==> config.mk <==
export PLATFORM = sky130hd
export DESIGN_NAME = icevga_fifo_reader
export DESIGN_NICKNAME = d
export VERILOG_FILES = /design/src/rtl/icevga_fifo_reader.sv
export SDC_FILE = /design/constraint.sdc
export NUM_CORES = 1
export LEC_CHECK = 0
export ABC_AREA = 1
export ABC_CLOCK_PERIOD_IN_PS = 2700
export BUFFER_PORTS_ARGS = -buffer_cell sky130_fd_sc_hd__buf_4
export CAP_MARGIN = 20
export CELL_PAD_IN_SITES_DETAIL_PLACEMENT = 1
export CELL_PAD_IN_SITES_GLOBAL_PLACEMENT = 2
export CORE_UTILIZATION = 30
export CTS_BUF_LIST = sky130_fd_sc_hd__clkbuf_4 sky130_fd_sc_hd__clkbuf_8 sky130_fd_sc_hd__clkbuf_16
export CTS_CLUSTER_SIZE = 40
export DETAILED_ROUTE_END_ITERATION = 10
export GPL_ROUTABILITY_DRIVEN = 1
export PLACE_DENSITY = 0.87
export SYNTH_ARGS = -nofsm -noshare
export SYNTH_HDL_FRONTEND = slang
export SYNTH_SLANG_ARGS = --single-unit
==> constraint.sdc <==
create_clock -name clk -period 2.7 [get_ports clk]
set_clock_uncertainty 0.1 [all_clocks]
set_input_delay 0.81 -clock clk [delete_from_list [all_inputs] [get_ports clk]]
set_output_delay 0.81 -clock clk [all_outputs]
set_load 0.02 [all_outputs]
==> src/rtl/icevga_fifo_reader.sv <==
// Drains an IDT7201-style async FIFO (-RD strobe, -EF watch) into a 2-entry valid/ready buffer.
// Optional ICEVGA_FIFO_STATS_EN adds a wrapping 16-bit rd_count of captured bytes.
module icevga_fifo_reader #(
    parameter int RD_LOW_CYCLES  = 8,
    parameter int RD_HIGH_CYCLES = 4
) (
    input  logic        clk,
    input  logic        disp_rst,
    output logic        fifo_rd,
    input  logic        fifo_ef,
    input  logic [7:0]  fifo_d,
    output logic [7:0]  out_data,
    output logic        out_valid,
    input  logic        out_ready,
    output logic        busy
`ifdef ICEVGA_FIFO_STATS_EN
    ,
    output logic [15:0] rd_count
`endif
);

    localparam int TMR_MAX = (RD_LOW_CYCLES > RD_HIGH_CYCLES) ? RD_LOW_CYCLES : RD_HIGH_CYCLES;
    localparam int TMR_W   = $clog2(TMR_MAX + 1);

    typedef enum logic [1:0] {
        IDLE,
        RD_LOW,
        RD_HIGH
    } state_t;

    state_t           state;
    logic [TMR_W-1:0] timer;
    logic             ef_meta;
    logic             ef_s;
    logic [1:0]       count;
    logic [7:0]       slot1;
    logic             capture;
    logic             pop;

    assign capture = (state == RD_LOW) && (timer == '0);
    assign pop     = out_valid && out_ready;

    // -EF is asynchronous to clk; reset forces it to read as empty
    always_ff @(posedge clk) begin
        if (!disp_rst) begin
            ef_meta <= 1'b0;
            ef_s    <= 1'b0;
        end else begin
            ef_meta <= fifo_ef;
            ef_s    <= ef_meta;
        end
    end

    always_ff @(posedge clk) begin
        if (!disp_rst) begin
            state   <= IDLE;
            timer   <= '0;
            fifo_rd <= 1'b1;
            busy    <= 1'b0;
        end else begin
            case (state)
                IDLE: begin
                    if (ef_s && (count < 2'd2)) begin
                        state   <= RD_LOW;
                        timer   <= TMR_W'(RD_LOW_CYCLES - 1);
                        fifo_rd <= 1'b0;
                        busy    <= 1'b1;
                    end
                end
                RD_LOW: begin
                    if (timer == '0) begin
                        state   <= RD_HIGH;
                        timer   <= TMR_W'(RD_HIGH_CYCLES - 1);
                        fifo_rd <= 1'b1;
                    end else begin
                        timer <= timer - 1'b1;
                    end
                end
                RD_HIGH: begin
                    if (timer == '0) begin
                        state <= IDLE;
                        busy  <= 1'b0;
                    end else begin
                        timer <= timer - 1'b1;
                    end
                end
                default: begin
                    state   <= IDLE;
                    fifo_rd <= 1'b1;
                    busy    <= 1'b0;
                end
            endcase
        end
    end

    // out_data is the head slot and slot1 the tail, so the head is always presented registered
    always_ff @(posedge clk) begin
        if (!disp_rst) begin
            count     <= 2'd0;
            out_valid <= 1'b0;
            out_data  <= 8'h00;
            slot1     <= 8'h00;
        end else begin
            case ({capture, pop})
                2'b10: begin
                    if (count == 2'd0) begin
                        out_data  <= fifo_d;
                        out_valid <= 1'b1;
                        count     <= 2'd1;
                    end else begin
                        slot1 <= fifo_d;
                        count <= 2'd2;
                    end
                end
                2'b01: begin
                    if (count == 2'd2) begin
                        out_data <= slot1;
                        count    <= 2'd1;
                    end else begin
                        out_valid <= 1'b0;
                        count     <= 2'd0;
                    end
                end
                2'b11: begin
                    if (count == 2'd2) begin
                        out_data <= slot1;
                        slot1    <= fifo_d;
                    end else begin
                        out_data <= fifo_d;
                    end
                end
                default: begin
                end
            endcase
        end
    end

`ifdef ICEVGA_FIFO_STATS_EN
    always_ff @(posedge clk) begin
        if (!disp_rst) begin
            rd_count <= 16'h0000;
        end else if (capture) begin
            rd_count <= rd_count + 16'd1;
        end
    end
`endif

endmodule

==> results.cfg, run 1 <==
[job]
maxCapViolations = 0

[routing]
wl_per_cell_um = 12.30
wl_met3_um = 110
drt_iter0_markers = 34
routed_via_density = 4.507
dr_wl_met2_um = 1703
first_pass_iters = 4
vias = 1370
highest_layer = met4
drc = 0
antenna_left = 0
wl_met1_um = 1851
routed_wl_um = 3739

[layout]
nets = 259
drive_above_1_share_pct = 17.30
antenna_cells = 0
layout_commonest_cell = nor2_1
utilization_pct = 38.15
final_cell_mix = 49 x nor2_1, 39 x nand2_1, 29 x dfxtp_1
area_delta_synth_final_pct = 22.45

[sta]
period_minus_slack_ns = 2.261
slew-limit-headroom_pct = 73.49
grt_setup_unrepaired = no
tightest_slew_ns = 0.3963
max_freq_mhz = 442.2
setup_viol_count_final = 0
hold_viol_final = 0
post-route-period-util_pct = 83.75
tns_ns = 0
drv_slew = 0

[hold_path]
hp-start = ef_meta$_SDFF_PN0_
min_to = ef_s$_SDFF_PN0_
min_path_cells = 2
hold_path.class = reg2reg

[floorplan]
die_w_um = 72.04
die_area_sq_um = 5189
ios = 23
initial_core_util_pct = 31.15
row_count = 25
core_area_sq_um = 4723
die_y_um = 72.04

[critical_path]
cp.required_ns = 2.78
cp_max_fo = 9
cp.arrival_ns = 2.34
critPathKind = reg2reg
reg2regPathDepth = 11
reg2reg_slack_ns = 0.44
crit_path_end_kind = flip-flop
reg2reg_from = state[1]$_SDFFE_PN0P_
timing.rr.end = out_data[3]$_SDFFE_PN0P_
crit_path_start_kind = flip-flop
startpoint = state[1]$_SDFFE_PN0P_

[synthesis]
synth_nets = 232
yosysWarnings = 0
syn-cell-area_sq_um = 1471
post_synth_inst_count = 210
ys_seq_area_share_pct = 39.46
synthDistinctLibCells = 21
avgSynthCellArea_sq_um = 7.007
ys_ff_latch = 29

[placement]
place.port_buffers = 22
gp_congestion = 0.8022
place_hpwl_um = 2723

[cts]
hold_buffers = 0
postCtsSetupBuffers = 0
cts_buffer_depth = 2
cts-root-buf = clkbuf_8
clkTransAtPathRegs_ns = 0.06
cts_made_buffers = 5
cts.sinks = 29
worstSkewPairLatency_ns = 0.28
htreeDepth = 2
cts-resized-gates = 0
cts_tree = yes

[global_route]
grt_antenna_before_repair = 0
grt_use_total_pct = 16.56
grt_pass1_vias = 1376
grt_max_degree = 28
grt_pass1_wl_um = 6506
grt-ovfl-total = 0

[power_and_ir_drop]
ir_drop_mv = 0.4323
p_per_area_nw_per_um2 = 1110
power_leakage_nw = 0.8707

[outcome]
status = complete, no violations
==> critical path, stage by stage, from the launching register on <==
cell and delay [ns]:
dfxtp_1 0.36, inv_1 0.07, ha_1 0.23, nand3_1 0.26, inv_1 0.13, ha_1 0.24
inv_1 0.08, nor2_2 0.05, nor3_4 0.36, inv_4 0.10, nor2_1 0.13, nor2_1 0.05
==> where the power goes <==
group	internal (W)	leakage, nW	switching, W	total, W
combinational	0.000346	0.586	0.000599	0.000946
clock	0.000212	0.0477	0.000166	0.000378
sequential	0.000574	0.237	0.000102	0.000676
total	0.00113	0.871	0.000867	0.00200
==> worst max-delay path by stage <==
stage | to | slack [ns]
final | out_data[3]$_SDFFE_PN0P_ | 0.44
after floorplan | out_data[0]$_SDFFE_PN0P_ | 0.67
after detailed placement | out_data[3]$_SDFFE_PN0P_ | 0.30
after CTS | out_data[3]$_SDFFE_PN0P_ | 0.39
after global placement | out_data[2]$_SDFFE_PN0P_ | 0.39
after global routing | out_data[3]$_SDFFE_PN0P_ | 0.22
==> sequential cells by signal, indices dropped and copies added (netlist names) <==
register	count
busy	1
count	2
ef_meta	1
ef_s	1
fifo_rd	1
out_data	8
out_valid	1
slot1	8
state	2
timer	4
==> stage by stage <==
step | hold slack [ns] | worst slack (ns) | cell area, sq um | power [W] | std cells
CTS | 0.3275 | 0.3879 | 1802 | 0.002043 | 304
global route | 0.3564 | 0.2210 | 1802 | 0.002184 | 304
detailed placement | 0.3131 | 0.3006 | 1712 | 0.001644 | 297
finish | 0.3217 | 0.4388 | 1802 | 0.001999 | 304
floorplan | 0.2905 | 0.6731 | 1471 | 0.001330 | 210
global placement | 0.3096 | 0.3897 | 1712 | 0.001621 | 297
==> layer usage <==
metal	track usage, %	vias to the layer above
li1	-	719
met5	0	-
met1	20.48	626
met2	26.94	18
met4	7.190	0
met3	4.722	7
==> synth_stat cells <==
cell	instances	area share, %
a21oi_1	5	1.7
buf_2	1	0.34
clkbuf_1	1	0.25
dfxtp_1	29	39
ha_1	10	8.5
inv_1	18	4.6
inv_2	4	1.0
inv_4	1	0.43
nand2_1	39	9.9
nand2_2	2	0.85
nand3_1	14	4.8
nand4_1	1	0.43
nor2_1	49	13
nor2_2	2	0.85
nor2_4	1	0.77
nor2b_1	1	0.43
nor3_4	1	1.1
o211ai_1	3	1.5
o21ai_0	26	8.8
o21ai_4	1	1.1
xor2_1	1	0.60
==> layout make-up <==
cell class | count | area, sq um
repair buffers | 22 | 165.2
clock buffers | 7 | 90.09
inverters | 23 | 88.84
multi-input cells | 156 | 793.3
fillers | 613 | 2922
flip-flops and latches | 29 | 580.6
well taps | 67 | 83.83
==> logic make-up (layout without fill, tap and decap cells) <==
kind of cell               after synthesis  in the layout  share of synthesized area (%)
and+or+nand+nor                        110            110                          31.63
AOI/OAI and AO/OA                       35             35                          13.18
DFF                                     29             29                          39.46
buffers and inverters                   25             52                          6.632
adders and majority gates               10             10                          8.503
xor gates and xnor gates                 1              1                         0.5953
Note: power is estimated with default switching activity, not from simulation.
==> run 2: changes to the inputs <==
- ABC_CLOCK_PERIOD_IN_PS: 2700 -> 2100
- clock period: 2.7 -> 2.1 ns (I/O delays scaled with it)
==> run 2 against run 1 <==
Compared with the run above: non-clock buffer count rose by 13; die area did not move; critical path depth fell by 1; register-to-register slack got worse by 0.27 ns; count of clock-buffer cells in the layout did not move; via count rose by 7.4%; largest power group unchanged; highest routed layer unchanged.
==> results.cfg, run 2 (synthesis gave the netlist of run 1 again) <==
[global_route]
grt_antenna_before_repair = 0
grt_pass1_vias = 1431
grt-ovfl-total = 0
grt_pass1_wl_um = 6817
grt_max_degree = 28
grt_use_total_pct = 17.34

[placement]
gp_congestion = 0.7242
place.port_buffers = 22
post_dp_cell_area_sq_um = 1809
place_hpwl_um = 2802

[cts]
worstSkewPairLatency_ns = 0.28
cts-resized-gates = 0
htreeDepth = 2
clkTransAtPathRegs_ns = 0.07
cts_made_buffers = 5
cts_buffer_depth = 2
cts_tree = yes
postCtsSetupBuffers = 0
hold_buffers = 0
cts-root-buf = clkbuf_8
cts.sinks = 29

[layout]
final_cell_mix = 47 x nor2_1, 38 x nand2_1, 34 x buf_4
top_regs = out_data x8, slot1 x8, timer x4
design_area_sq_um = 1981
area_delta_synth_final_pct = 34.61
layout_commonest_cell = nor2_1
drive_above_1_share_pct = 26.29
nets = 272
antenna_cells = 0

[critical_path]
cp_top_family = simple AND/OR/NAND/NOR gates
crit_chain = ha_4 > nand3_4 > buf_4 > ha_2 > inv_1 > nor2_2 > nor3_4 > buf_6 > o21ai_0 > nor2_1
crit_path_end_kind = flip-flop
critPathKind = reg2reg
cp.arrival_ns = 2.05
cpMaxStageDelayCell = dfxtp_1
crit_path_start_kind = flip-flop
cp_max_fo = 7
slowest_delay_ns = 0.39
cp.required_ns = 2.22
path_buf_inv = 3

[power_and_ir_drop]
p_per_area_nw_per_um2 = 1489
power_leakage_nw = 0.9505
ir_drop_mv = 0.5715

[routing]
drt_iter0_markers = 57
antenna_left = 0
wl_per_cell_um = 12.68
first_pass_iters = 4
routed_wl_um = 4031
drc = 0
routed_via_density = 4.629
vias = 1472

[floorplan]
row_count = 25
die_w_um = 72.04
die_y_um = 72.04
ios = 23
initial_core_util_pct = 31.15
die_area_sq_um = 5189
core_area_sq_um = 4723

[sta]
tns_ns = 0
grt_setup_unrepaired = no
setup_viol_count_final = 0
tightest_slew_ns = 0.2763
slew-limit-headroom_pct = 81.51
period_minus_slack_ns = 1.935
holdWs_ns = 0.3170
post-route-period-util_pct = 92.14
drv_slew = 0
max_freq_mhz = 516.8
hold_viol_final = 0

[outcome]
status = complete, no violations

[hold_path]
hold_path.class = reg2reg

[job]
maxCapViolations = 0
[run 2: changes by cell type in the layout (fill, tap and decap cells not counted), moves of 2 or more]
cell    before  now
buf_4       22   34
inv_1       18   14
inv_2        4    8
ha_1        10    7
ha_4         0    2
nor2_1      49   47
nor2_2       2    4
[run 2: metal layers]
metal,vias up,GRT usage [%],wire length (um)
met4,0,6.536,60
met3,6,3.750,104
met2,18,27.46,1881
met5,-,0,0
met1,699,23.18,1984
li1,749,-,-
[run 2: where the power goes]
part	leakage, nW	internal [W]	switching [W]
clock	0.0619	0.000399	0.000212
sequential	0.237	0.000738	0.000140
combinational	0.651	0.000602	0.000859
total	0.951	0.00174	0.00121
[run 2: final timing paths]
| check | from | endpoint | slack [ns] | cells past startpoint |
|---|---|---|---|---|
| worst min register to register | ef_meta$_SDFF_PN0_ | ef_s$_SDFF_PN0_ | 0.32 | 2 |
| worst max-delay path | state[0]$_SDFFE_PN0P_ | out_data[1]$_SDFFE_PN0P_ | 0.16 | 10 |
| worst min-delay path | ef_meta$_SDFF_PN0_ | ef_s$_SDFF_PN0_ | 0.32 | 2 |
| worst max register to register | state[0]$_SDFFE_PN0P_ | out_data[1]$_SDFFE_PN0P_ | 0.16 | 10 |
[run 2: layout make-up]
cell class | instances | area [sq um]
multi-input cells | 156 | 840.8
fillers | 606 | 2743
clock inverters | 1 | 30.03
well taps | 67 | 83.83
clock buffers | 7 | 90.09
flip-flops and latches | 29 | 580.6
repair buffers | 35 | 266.5
inverters | 23 | 88.84
[run 2: worst min-delay path, cell delays in order, from the launching register on]
cell,delay [ns]
dfxtp_1,0.30
nand2_1,0.05
inv_1,0.04
[run 2: per-stage QoR]
step | setup slack, ns | std cells | power [W] | util, %
floorplan | 0.2046 | 210 | 0.001709 | -
global placement | 0.02413 | 310 | 0.002228 | 38.30
detailed placement | 0.01777 | 310 | 0.002264 | 38.30
CTS | 0.01706 | 318 | 0.002902 | 40.85
global route | 0.01887 | 318 | 0.003195 | 41.93
finish | 0.1650 | 318 | 0.002950 | 41.93
